$ cat config.mk
export PLATFORM = sky130hd
export DESIGN_NAME = ex_stage
export DESIGN_NICKNAME = d
export VERILOG_FILES = /design/src/rtl/ex_stage.sv
export SDC_FILE = /design/constraint.sdc
export NUM_CORES = 1
export LEC_CHECK = 0
export CORE_AREA = 2 2 181 254
export DETAILED_ROUTE_END_ITERATION = 10
export DIE_AREA = 0 0 183 256
export GPL_TIMING_DRIVEN = 0
export PLACE_DENSITY = 0.66
export SETUP_SLACK_MARGIN = 0.2
export SLEW_MARGIN = 5
export SYNTH_ARGS = -nofsm -noshare
export SYNTH_HDL_FRONTEND = slang
export SYNTH_SLANG_ARGS = --single-unit
$ cat constraint.sdc
create_clock -name clk -period 7.3 [get_ports clk]
set_input_delay 0.73 -clock clk [delete_from_list [all_inputs] [get_ports clk]]
set_output_delay 0.73 -clock clk [all_outputs]
set_load 0.01 [all_outputs]
$ cat src/rtl/ex_stage.sv
// ---------------------------------------------------------------------------
// ex_stage -- execute stage of the 5-stage MIPS-style pipeline.
//
// Computes logic, shift, arithmetic and link results combinationally, and
// runs a multi-cycle restoring divider (DIV / DIVU) that stalls the front of
// the pipeline while it works.
//
// Ports
//   clk                 in   pipeline clock, rising edge
//   rst                 in   synchronous active-high reset
//   reg1_i / reg2_i     in   operands A / B from ID/EX
//   aluop_i             in   operation code
//   alusel_i            in   result class
//   we_i / waddr_i      in   GPR write enable / destination
//   link_addr_i         in   return address for link instructions
//   is_in_delayslot_i   in   delay-slot flag
//   flush_i             in   abort an in-flight division
//   wdata_o/we_o/waddr_o out GPR write-back towards EX/MEM
//   whilo_o/hi_o/lo_o   out  HI/LO write (remainder / quotient)
//   stallreq_o          out  stall request for IF..EX
//   is_in_delayslot_o   out  delay-slot flag pass-through
// ---------------------------------------------------------------------------
module ex_stage (
    input  logic        clk,
    input  logic        rst,
    input  logic [31:0] reg1_i,
    input  logic [31:0] reg2_i,
    input  logic [7:0]  aluop_i,
    input  logic [2:0]  alusel_i,
    input  logic        we_i,
    input  logic [4:0]  waddr_i,
    input  logic [31:0] link_addr_i,
    input  logic        is_in_delayslot_i,
    input  logic        flush_i,
    output logic [31:0] wdata_o,
    output logic        we_o,
    output logic [4:0]  waddr_o,
    output logic        whilo_o,
    output logic [31:0] hi_o,
    output logic [31:0] lo_o,
    output logic        stallreq_o,
    output logic        is_in_delayslot_o
);

    localparam logic [2:0] SEL_LOGIC = 3'd1;
    localparam logic [2:0] SEL_SHIFT = 3'd2;
    localparam logic [2:0] SEL_ARITH = 3'd3;
    localparam logic [2:0] SEL_JUMP  = 3'd4;
    localparam logic [2:0] SEL_DIV   = 3'd5;

    localparam logic [7:0] OP_AND  = 8'h24;
    localparam logic [7:0] OP_OR   = 8'h25;
    localparam logic [7:0] OP_XOR  = 8'h26;
    localparam logic [7:0] OP_NOR  = 8'h27;
    localparam logic [7:0] OP_SLL  = 8'h04;
    localparam logic [7:0] OP_SRL  = 8'h06;
    localparam logic [7:0] OP_SRA  = 8'h07;
    localparam logic [7:0] OP_ADDU = 8'h21;
    localparam logic [7:0] OP_SUBU = 8'h23;
    localparam logic [7:0] OP_SLT  = 8'h2A;
    localparam logic [7:0] OP_SLTU = 8'h2B;
    localparam logic [7:0] OP_DIV  = 8'h1A;

    typedef enum logic [1:0] {
        ST_IDLE = 2'd0,
        ST_BUSY = 2'd1,
        ST_DONE = 2'd2
    } div_state_t;

    div_state_t  state_r;
    div_state_t  state_nxt_s;
    logic [5:0]  cnt_r;
    logic [31:0] quo_r;       // holds |dividend| at start, quotient at the end
    logic [31:0] rem_r;
    logic [31:0] dvsr_r;
    logic        neg_q_r;
    logic        neg_rem_r;

    logic        div_sel_s;
    logic        div_signed_s;
    logic        a_neg_s;
    logic        b_neg_s;
    logic [31:0] abs_a_s;
    logic [31:0] abs_b_s;
    logic [32:0] shifted_s;
    logic [32:0] diff_s;
    logic        ge_s;
    logic [31:0] alu_res_s;
    logic [4:0]  sh_s;

    assign div_sel_s    = (alusel_i == SEL_DIV);
    assign div_signed_s = (aluop_i == OP_DIV);
    assign a_neg_s      = div_signed_s & reg1_i[31];
    assign b_neg_s      = div_signed_s & reg2_i[31];
    assign abs_a_s      = a_neg_s ? (32'd0 - reg1_i) : reg1_i;
    assign abs_b_s      = b_neg_s ? (32'd0 - reg2_i) : reg2_i;
    assign sh_s         = reg1_i[4:0];

    // One restoring step: bring in the next dividend bit, subtract if it fits.
    // The partial remainder is always below the divisor, so 33 bits suffice.
    assign shifted_s = {rem_r, quo_r[31]};
    assign diff_s    = shifted_s - {1'b0, dvsr_r};
    assign ge_s      = (shifted_s >= {1'b0, dvsr_r});

    // Combinational result for all single-cycle classes.
    always_comb begin
        alu_res_s = 32'd0;
        case (alusel_i)
            SEL_LOGIC: begin
                case (aluop_i)
                    OP_AND:  alu_res_s = reg1_i & reg2_i;
                    OP_OR:   alu_res_s = reg1_i | reg2_i;
                    OP_XOR:  alu_res_s = reg1_i ^ reg2_i;
                    OP_NOR:  alu_res_s = ~(reg1_i | reg2_i);
                    default: alu_res_s = 32'd0;
                endcase
            end
            SEL_SHIFT: begin
                case (aluop_i)
                    OP_SLL:  alu_res_s = reg2_i << sh_s;
                    OP_SRL:  alu_res_s = reg2_i >> sh_s;
                    OP_SRA:  alu_res_s = $unsigned($signed(reg2_i) >>> sh_s);
                    default: alu_res_s = 32'd0;
                endcase
            end
            SEL_ARITH: begin
                case (aluop_i)
                    OP_ADDU: alu_res_s = reg1_i + reg2_i;
                    OP_SUBU: alu_res_s = reg1_i - reg2_i;
                    OP_SLT:  alu_res_s = {31'd0, ($signed(reg1_i) < $signed(reg2_i))};
                    OP_SLTU: alu_res_s = {31'd0, (reg1_i < reg2_i)};
                    default: alu_res_s = 32'd0;
                endcase
            end
            SEL_JUMP: alu_res_s = link_addr_i;
            default:  alu_res_s = 32'd0;
        endcase
    end

    // Divider state register.
    always_ff @(posedge clk) begin
        if (rst) begin
            state_r <= ST_IDLE;
        end else begin
            state_r <= state_nxt_s;
        end
    end

    // Divider next-state logic; flush always returns to IDLE.
    always_comb begin
        state_nxt_s = ST_IDLE;
        if (flush_i) begin
            state_nxt_s = ST_IDLE;
        end else begin
            case (state_r)
                ST_IDLE: begin
                    if (div_sel_s) begin
                        state_nxt_s = (reg2_i == 32'd0) ? ST_DONE : ST_BUSY;
                    end else begin
                        state_nxt_s = ST_IDLE;
                    end
                end
                ST_BUSY: state_nxt_s = (cnt_r == 6'd31) ? ST_DONE : ST_BUSY;
                ST_DONE: state_nxt_s = ST_IDLE;
                default: state_nxt_s = ST_IDLE;
            endcase
        end
    end

    // Divider datapath: operand latch in IDLE, one iteration per BUSY cycle.
    always_ff @(posedge clk) begin
        if (rst) begin
            cnt_r     <= 6'd0;
            quo_r     <= 32'd0;
            rem_r     <= 32'd0;
            dvsr_r    <= 32'd0;
            neg_q_r   <= 1'b0;
            neg_rem_r <= 1'b0;
        end else if (flush_i) begin
            cnt_r <= 6'd0;
        end else begin
            case (state_r)
                ST_IDLE: begin
                    cnt_r <= 6'd0;
                    if (div_sel_s) begin
                        if (reg2_i == 32'd0) begin
                            quo_r     <= 32'd0;
                            rem_r     <= 32'd0;
                            dvsr_r    <= 32'd0;
                            neg_q_r   <= 1'b0;
                            neg_rem_r <= 1'b0;
                        end else begin
                            quo_r     <= abs_a_s;
                            rem_r     <= 32'd0;
                            dvsr_r    <= abs_b_s;
                            neg_q_r   <= a_neg_s ^ b_neg_s;
                            neg_rem_r <= a_neg_s;
                        end
                    end
                end
                ST_BUSY: begin
                    cnt_r <= cnt_r + 6'd1;
                    quo_r <= {quo_r[30:0], ge_s};
                    rem_r <= ge_s ? diff_s[31:0] : shifted_s[31:0];
                end
                default: cnt_r <= 6'd0;
            endcase
        end
    end

    // Output decode; everything is held at zero while rst is high.
    always_comb begin
        wdata_o           = 32'd0;
        we_o              = 1'b0;
        waddr_o           = 5'd0;
        whilo_o           = 1'b0;
        hi_o              = 32'd0;
        lo_o              = 32'd0;
        stallreq_o        = 1'b0;
        is_in_delayslot_o = 1'b0;
        if (rst) begin
            wdata_o = 32'd0;
        end else begin
            waddr_o           = waddr_i;
            is_in_delayslot_o = is_in_delayslot_i;
            if (div_sel_s) begin
                we_o    = 1'b0;
                wdata_o = 32'd0;
            end else begin
                we_o    = we_i;
                wdata_o = alu_res_s;
            end
            if (flush_i) begin
                stallreq_o = 1'b0;
                whilo_o    = 1'b0;
            end else begin
                case (state_r)
                    ST_IDLE: stallreq_o = div_sel_s;
                    ST_BUSY: stallreq_o = 1'b1;
                    ST_DONE: begin
                        whilo_o = 1'b1;
                        lo_o    = neg_q_r   ? (32'd0 - quo_r) : quo_r;
                        hi_o    = neg_rem_r ? (32'd0 - rem_r) : rem_r;
                    end
                    default: stallreq_o = 1'b0;
                endcase
            end
        end
    end

endmodule

==> impl_metrics.py, run 1 <==
metrics = {
    "worst_setup_path": {
        "worst_path_max_delay_cell": "buf_1",
        "crit_chain": "clkdlybuf4s50_1, clkbuf_2, buf_1, buf_1, clkbuf_1, nor2_1, a211o_1, o211ai_1, o211ai_1, o211a_1, a31oi_1, a21oi_1, o22ai_1, clkdlybuf4s50_1",
        "max_stage_delay_ns": 0.73,
        "worstSetupPathType": "in2out",
        "arrival_ns": 6.40,
        "path_delay_family": "buffers and inverters",
        "critPathMaxFanout": 10,
        "start_kind": "input pin",
        "crit_required_ns": 6.57,
        "cp_num_buf_inv": 6,
        "critPathCaptureType": "primary output",
    },
    "drt": {
        "finalWirelength_mm": 95.9,
        "drt-initial-drc-count": 2140,
        "drcViolationCount": 0,
        "final_antenna_net_count": 0,
        "drtPass1Iterations": 8,
        "vias": 21500,
        "wl_per_cell_um": 28.5,
        "viasPerCell": 6.39,
    },
    "sta": {
        "setup_viol": 0,
        "period_minus_slack_ns": 7.13,
        "maxSlewHeadroom_pct": 12.5,
        "setup_tns_ns": 0,
        "hold_ws_ns": 0.458,
        "worstMarginPinSlew_ns": 1.30,
        "hold_violations": 0,
        "slew_violations": 0,
        "setup_slack_ns": 0.170,
        "timing.final.crit_share_pct": 97.7,
        "fmax_mhz": 140,
        "fin_skew_ns": 0.0167,
        "rsz0062_at_grt": "yes",
    },
    "logic_synthesis": {
        "synth-edff-count": 0,
        "async_reset_ff_share_pct": 0,
        "syn_area_um2": 17700,
        "yosysWarnings": 0,
        "synthCells": 2560,
        "synth.ff_latch_count": 106,
        "synth_area_per_cell_um2": 6.91,
        "yosysSeqAreaShare_pct": 12.0,
        "synth_ff_type": "dfxtp_1",
        "yosysUniqueCellTypes": 81,
        "syn_nets": 2816,
    },
    "place": {
        "place_area_um2": 20600,
        "dpl_worst_slack_ns": -0.580,
        "gp_congestion": 1.09,
        "dp.final_hpwl_mm": 80.1,
        "place_inst": 3344,
        "portBuffers": 219,
    },
    "finish": {
        "antennaDiodeCount": 0,
        "area_delta_synth_final_pct": 18.5,
        "final_common_cell": "nor2_1",
        "fill_cells": 4741,
        "num-nets-final": 3048,
        "stdcell_area_um2": 21000,
        "multi_input_area_um2": 14400,
        "regArea_um2": 2120,
        "final_cell_mix": "326 x nor2_1, 251 x nand2_1, 219 x clkdlybuf4s50_1",
        "drive_gt1_share_pct": 3.65,
        "layout.cells.non_filler": 3361,
    },
    "power": {
        "p_int_mw": 1.31,
        "p_per_area_nw_per_um2": 116,
        "power_leakage_nw": 7.92,
        "p_seq_share_pct": 25.0,
        "clkPwrFrac_pct": 20.2,
        "p_switching_mw": 1.13,
        "swShare_pct": 46.2,
        "combPwrFrac_pct": 54.9,
        "vdd_ir_drop_max_mv": 0.110,
    },
    "clock_network": {
        "cts_num_sinks": 106,
        "insertion_delay_ns": 0.38,
        "cts_buffers": 9,
        "cts-root-buf": "clkbuf_16",
        "cts.clk_slew.worst_paths_ns": 0.07,
        "cts_buffer_depth": 2,
        "htreeDepth": 3,
        "cts_hold_buffers": 0,
        "post-cts-setup-buffers": 0,
        "cts_tree": "yes",
    },
    "grt": {
        "groute.usage.overall_pct": 39.6,
        "antenna_found_initial": 0,
        "grt_util_met1_pct": 41.7,
        "grt_pass1_wl_mm": 138,
        "grt_max_degree": 21,
        "overflow": 0,
        "grtUsageMet2_pct": 69.3,
        "busiest_layer": "met2",
        "met3_usage_pct": 6.36,
        "first_global_vias": 21000,
    },
    "floorplan": {
        "die_area_um2": 46800,
        "num_rows": 92,
        "fp.dieW_um": 183,
        "core_area_um2": 44700,
        "initial_core_util_pct": 39.6,
        "ios": 222,
        "die_h_um": 256,
    },
    "run_status": {
        "run_status": "finished clean",
    },
    "min_path": {
        "hold_path_class": "reg2reg",
    },
    "job": {
        "cap_violations": 0,
    },
}
[state kept, by name, summed over array words and instances, names as in the netlist]
signal     count
cnt_r          6
neg_q_r        1
dvsr_r        32
rem_r         32
state_r        2
neg_rem_r      1
quo_r         32
[power by group through the flow]
stage	Sequential (mW)	Clock, mW	Combinational, mW
finish	0.609	0.491	1.34
global route	0.611	0.520	1.41
CTS	0.608	0.499	1.29
detailed placement	0.622	0	1.29
global placement	0.621	0	1.29
floorplan	0.616	0	0.817
[synth_stat cells (all sizes together) (9+ instances only)]
master | count | area share [%]
nor2 | 326 | 6.9
nand2 | 251 | 5.3
o21ai | 219 | 6.2
a21oi | 164 | 4.6
clkbuf | 163 | 3.5
inv | 140 | 3.0
ha | 136 | 9.6
xnor2 | 127 | 6.3
mux2i | 110 | 6.2
dfxtp | 106 | 12
xor2 | 77 | 3.8
nand3 | 54 | 1.5
nor3 | 50 | 1.4
a211oi | 45 | 1.9
a21o | 35 | 1.5
o31ai | 33 | 1.5
a221oi | 32 | 1.6
or3 | 31 | 1.2
a31oi | 30 | 1.1
mux4 | 30 | 3.8
buf | 29 | 0.65
o22ai | 27 | 0.95
nor2b | 24 | 0.85
o211ai | 23 | 0.98
nand2b | 22 | 0.78
a222oi | 21 | 1.2
nand4 | 18 | 0.64
nor4 | 17 | 0.60
a22oi | 15 | 0.64
a22o | 13 | 0.64
or4 | 13 | 0.61
nor3b | 12 | 0.51
o21bai | 12 | 0.51
a311oi | 11 | 0.54
and3 | 11 | 0.39
o311ai | 11 | 0.54
o41ai | 11 | 0.54
o21a | 9 | 0.38
[layer usage]
metal,share of wire (%),vias to the layer above
li1,-,9686
met1,34,10200
met2,49,1209
met3,7.3,371
met4,9.7,0
met5,0,-
[worst paths after layout]
| kind | from | cells after the start | slack (ns) | endpoint |
|---|---|---|---|---|
| max | reg1_i[0] | 14 | 0.17 | wdata_o[28] |
| min reg2reg | dvsr_r[21] | 2 | 0.46 | dvsr_r[21] |
| max reg2reg | quo_r[31] | 14 | 2.40 | rem_r[26] |
| min | dvsr_r[21] | 2 | 0.46 | dvsr_r[21] |
[per-stage QoR]
step                util [%]  total power [mW]
floorplan                  -              1.43
global placement        46.1              1.91
detailed placement      46.1              1.91
CTS                     46.8              2.40
global route            46.9              2.54
finish                  46.9              2.44
[layout make-up]
class,count,share of cell area [%]
Clock inverter,7,0.328
Timing Repair Buffer,221,10.6
Inverter,142,2.56
Buffer,192,3.56
Tap cell,564,3.37
Multi-Input combinational cell,2120,68.4
Sequential cell,106,10.1
Clock buffer,9,1.07
[worst min-delay path, stage by stage, from the launching register on]
cell and delay (ns):
dfxtp_1 0.31, nand2_1 0.05, a21oi_1 0.05
[logic make-up after synthesis]
family	count (synthesis)	synth area share (%)
compound gates	772	28.4
xor+xnor	204	10.1
fa+ha+maj	139	9.95
buf+inv	334	7.12
flops	106	12.0
mux	148	10.5
simple gates	857	21.9
[repair_timing]
action | CTS | global route
hold endpoints to repair | 0 | 0
pin swaps | 0 | 2
endpoints found under the setup margin | 22 | 8
resized for setup | 11 | 16
Power figures use the tool's default switching activity.
==> inputs of run 2 (changes only) <==
- GPL_ROUTABILITY_DRIVEN: unset -> 0
==> impl_metrics.py, run 2 (same netlist as run 1, synthesis figures left out) <==
metrics = {
    "run_status": {
        "run_status": "finished clean",
    },
    "power": {
        "vdd_ir_drop_max_mv": 0.103,
        "power_leakage_nw": 7.91,
        "p_per_area_nw_per_um2": 114,
    },
    "sta": {
        "worstMarginPinSlew_ns": 1.34,
        "timing.final.crit_share_pct": 96.3,
        "hold_violations": 0,
        "fmax_mhz": 142,
        "rsz0062_at_grt": "no",
        "maxSlewHeadroom_pct": 10.7,
        "period_minus_slack_ns": 7.03,
        "hold_ws_ns": 0.461,
        "setup_viol": 0,
        "slew_violations": 0,
        "fin_skew_ns": 0.00555,
    },
    "worst_setup_path": {
        "ff2ff_setup_slack_ns": 2.42,
        "timing.rr.start": "quo_r[31]",
        "critPathMaxFanout": 10,
        "worstSetupPathType": "in2out",
        "crit_required_ns": 6.57,
        "arrival_ns": 6.30,
        "start_kind": "input pin",
        "ff2ff_path_depth": 13,
        "r2r_end": "rem_r[26]",
        "critPathCaptureType": "primary output",
    },
    "min_path": {
        "hold_start": "dvsr_r[29]",
        "hold_path_class": "reg2reg",
        "hold-path-endpoint": "dvsr_r[29]",
        "hold-path-cell-count": 2,
    },
    "clock_network": {
        "cts_buffers": 9,
        "cts_tree": "yes",
        "cts_hold_buffers": 0,
        "cts-root-buf": "clkbuf_16",
        "cts_buffer_depth": 2,
        "cts.clk_slew.worst_paths_ns": 0.07,
        "insertion_delay_ns": 0.36,
        "cts_num_sinks": 106,
        "htreeDepth": 3,
    },
    "finish": {
        "stdcell_area_um2": 21000,
        "reg_top3": "dvsr_r x32, quo_r x32, rem_r x32",
        "drive_gt1_share_pct": 3.43,
        "num-nets-final": 3048,
        "final_cell_mix": "326 x nor2_1, 251 x nand2_1, 218 x clkdlybuf4s50_1",
        "final_common_cell": "nor2_1",
        "area_delta_synth_final_pct": 18.5,
    },
    "grt": {
        "antenna_found_initial": 3,
        "grt_pass1_wl_mm": 124,
        "groute.usage.overall_pct": 34.6,
        "grt_max_degree": 17,
        "first_global_vias": 20700,
        "overflow": 0,
    },
    "floorplan": {
        "ios": 222,
        "initial_core_util_pct": 39.6,
        "die_h_um": 256,
        "num_rows": 92,
        "die_area_um2": 46800,
        "fp.dieW_um": 183,
        "core_area_um2": 44700,
    },
    "drt": {
        "vias": 21700,
        "finalWirelength_mm": 83.7,
        "viasPerCell": 6.44,
        "final_antenna_net_count": 0,
        "drt-initial-drc-count": 3010,
        "drtPass1Iterations": 9,
        "wl_per_cell_um": 24.9,
        "drcViolationCount": 0,
    },
    "place": {
        "dp.final_hpwl_mm": 66.4,
        "portBuffers": 219,
        "place_area_um2": 20600,
    },
    "job": {
        "cap_violations": 0,
    },
}
run 2: changes by cell type in the layout (fill, tap and decap cells not counted), sizes merged:
cell           change
clkbuf             +6
dlymetal6s2s       +1
buf                -3
diode              +3
inv                -4
clkinvlp           +1
bufinv             +1
clkinv             -1
clkdlybuf4s50      -1
run 2: per-layer routing:
layer,track usage (%),part of all wire (%)
met1,36.5,33
met4,29.3,10
met3,10.7,12
met5,0,0
met2,55.8,45
run 2: through the flow:
step           cells  setup WS [ns]  total power [mW]  util (%)  setup TNS (ns)
3_5_place_dp    3344         -0.588              1.84      46.1           -2.64
4_1_cts         3360          0.116              2.33      46.8               0
3_3_place_gp    3343         -0.565              1.83      46.1           -2.28
2_1_floorplan   2560           2.22              1.43         -               0
6_report        3364          0.268              2.40      46.9               0
5_1_grt         3361          0.198              2.50      46.9               0
run 2: final cells by class:
class	instances	area, um2
fillers	4533	23700
multi-input cells	2120	14400
repair buffers	221	2210
flip-flops and latches	106	2120
plain buffers	192	743
well taps	564	706
inverters	142	533
clock buffers	12	236
clock inverters	4	52.6
diodes	3	7.51
run 2: where the power goes:
group	switching, mW	internal (mW)	leakage [nW]
logic	0.820	0.479	6.92
clock network	0.224	0.267	0.129
registers	0.0174	0.592	0.858
run 2: worst max path at each step:
| stage | startpoint | end | cells past startpoint |
|---|---|---|---|
| floorplan | reg1_i[0] | wdata_o[28] | 17 |
| global placement | reg1_i[0] | wdata_o[30] | 19 |
| detailed placement | reg1_i[0] | wdata_o[30] | 19 |
| CTS | reg1_i[2] | wdata_o[30] | 17 |
| global route | reg1_i[0] | wdata_o[28] | 19 |
| finish | reg1_i[0] | wdata_o[0] | 19 |
run 2: timing repair:
item,CTS,global route
endpoints found under the setup margin,20,13
pin swaps,0,1
setup buffers,0,1
gates resized for setup,5,18
hold endpoints to repair,0,0
run 2: worst max-delay path, stage by stage:
cell and delay, ns:
clkdlybuf4s50_1 0.45, clkbuf_2 0.25, clkbuf_4 0.28, clkbuf_4 0.27, inv_1 0.42, ha_1 0.50
inv_1 0.11, fa_1 0.41, nand2b_1 0.13, a221oi_2 0.09, o31ai_2 0.35, nand3_1 0.21
a31oi_2 0.36, o211ai_1 0.19, a31oi_1 0.25, xor2_1 0.11, o311a_1 0.33, o22ai_1 0.25
clkdlybuf4s50_1 0.60
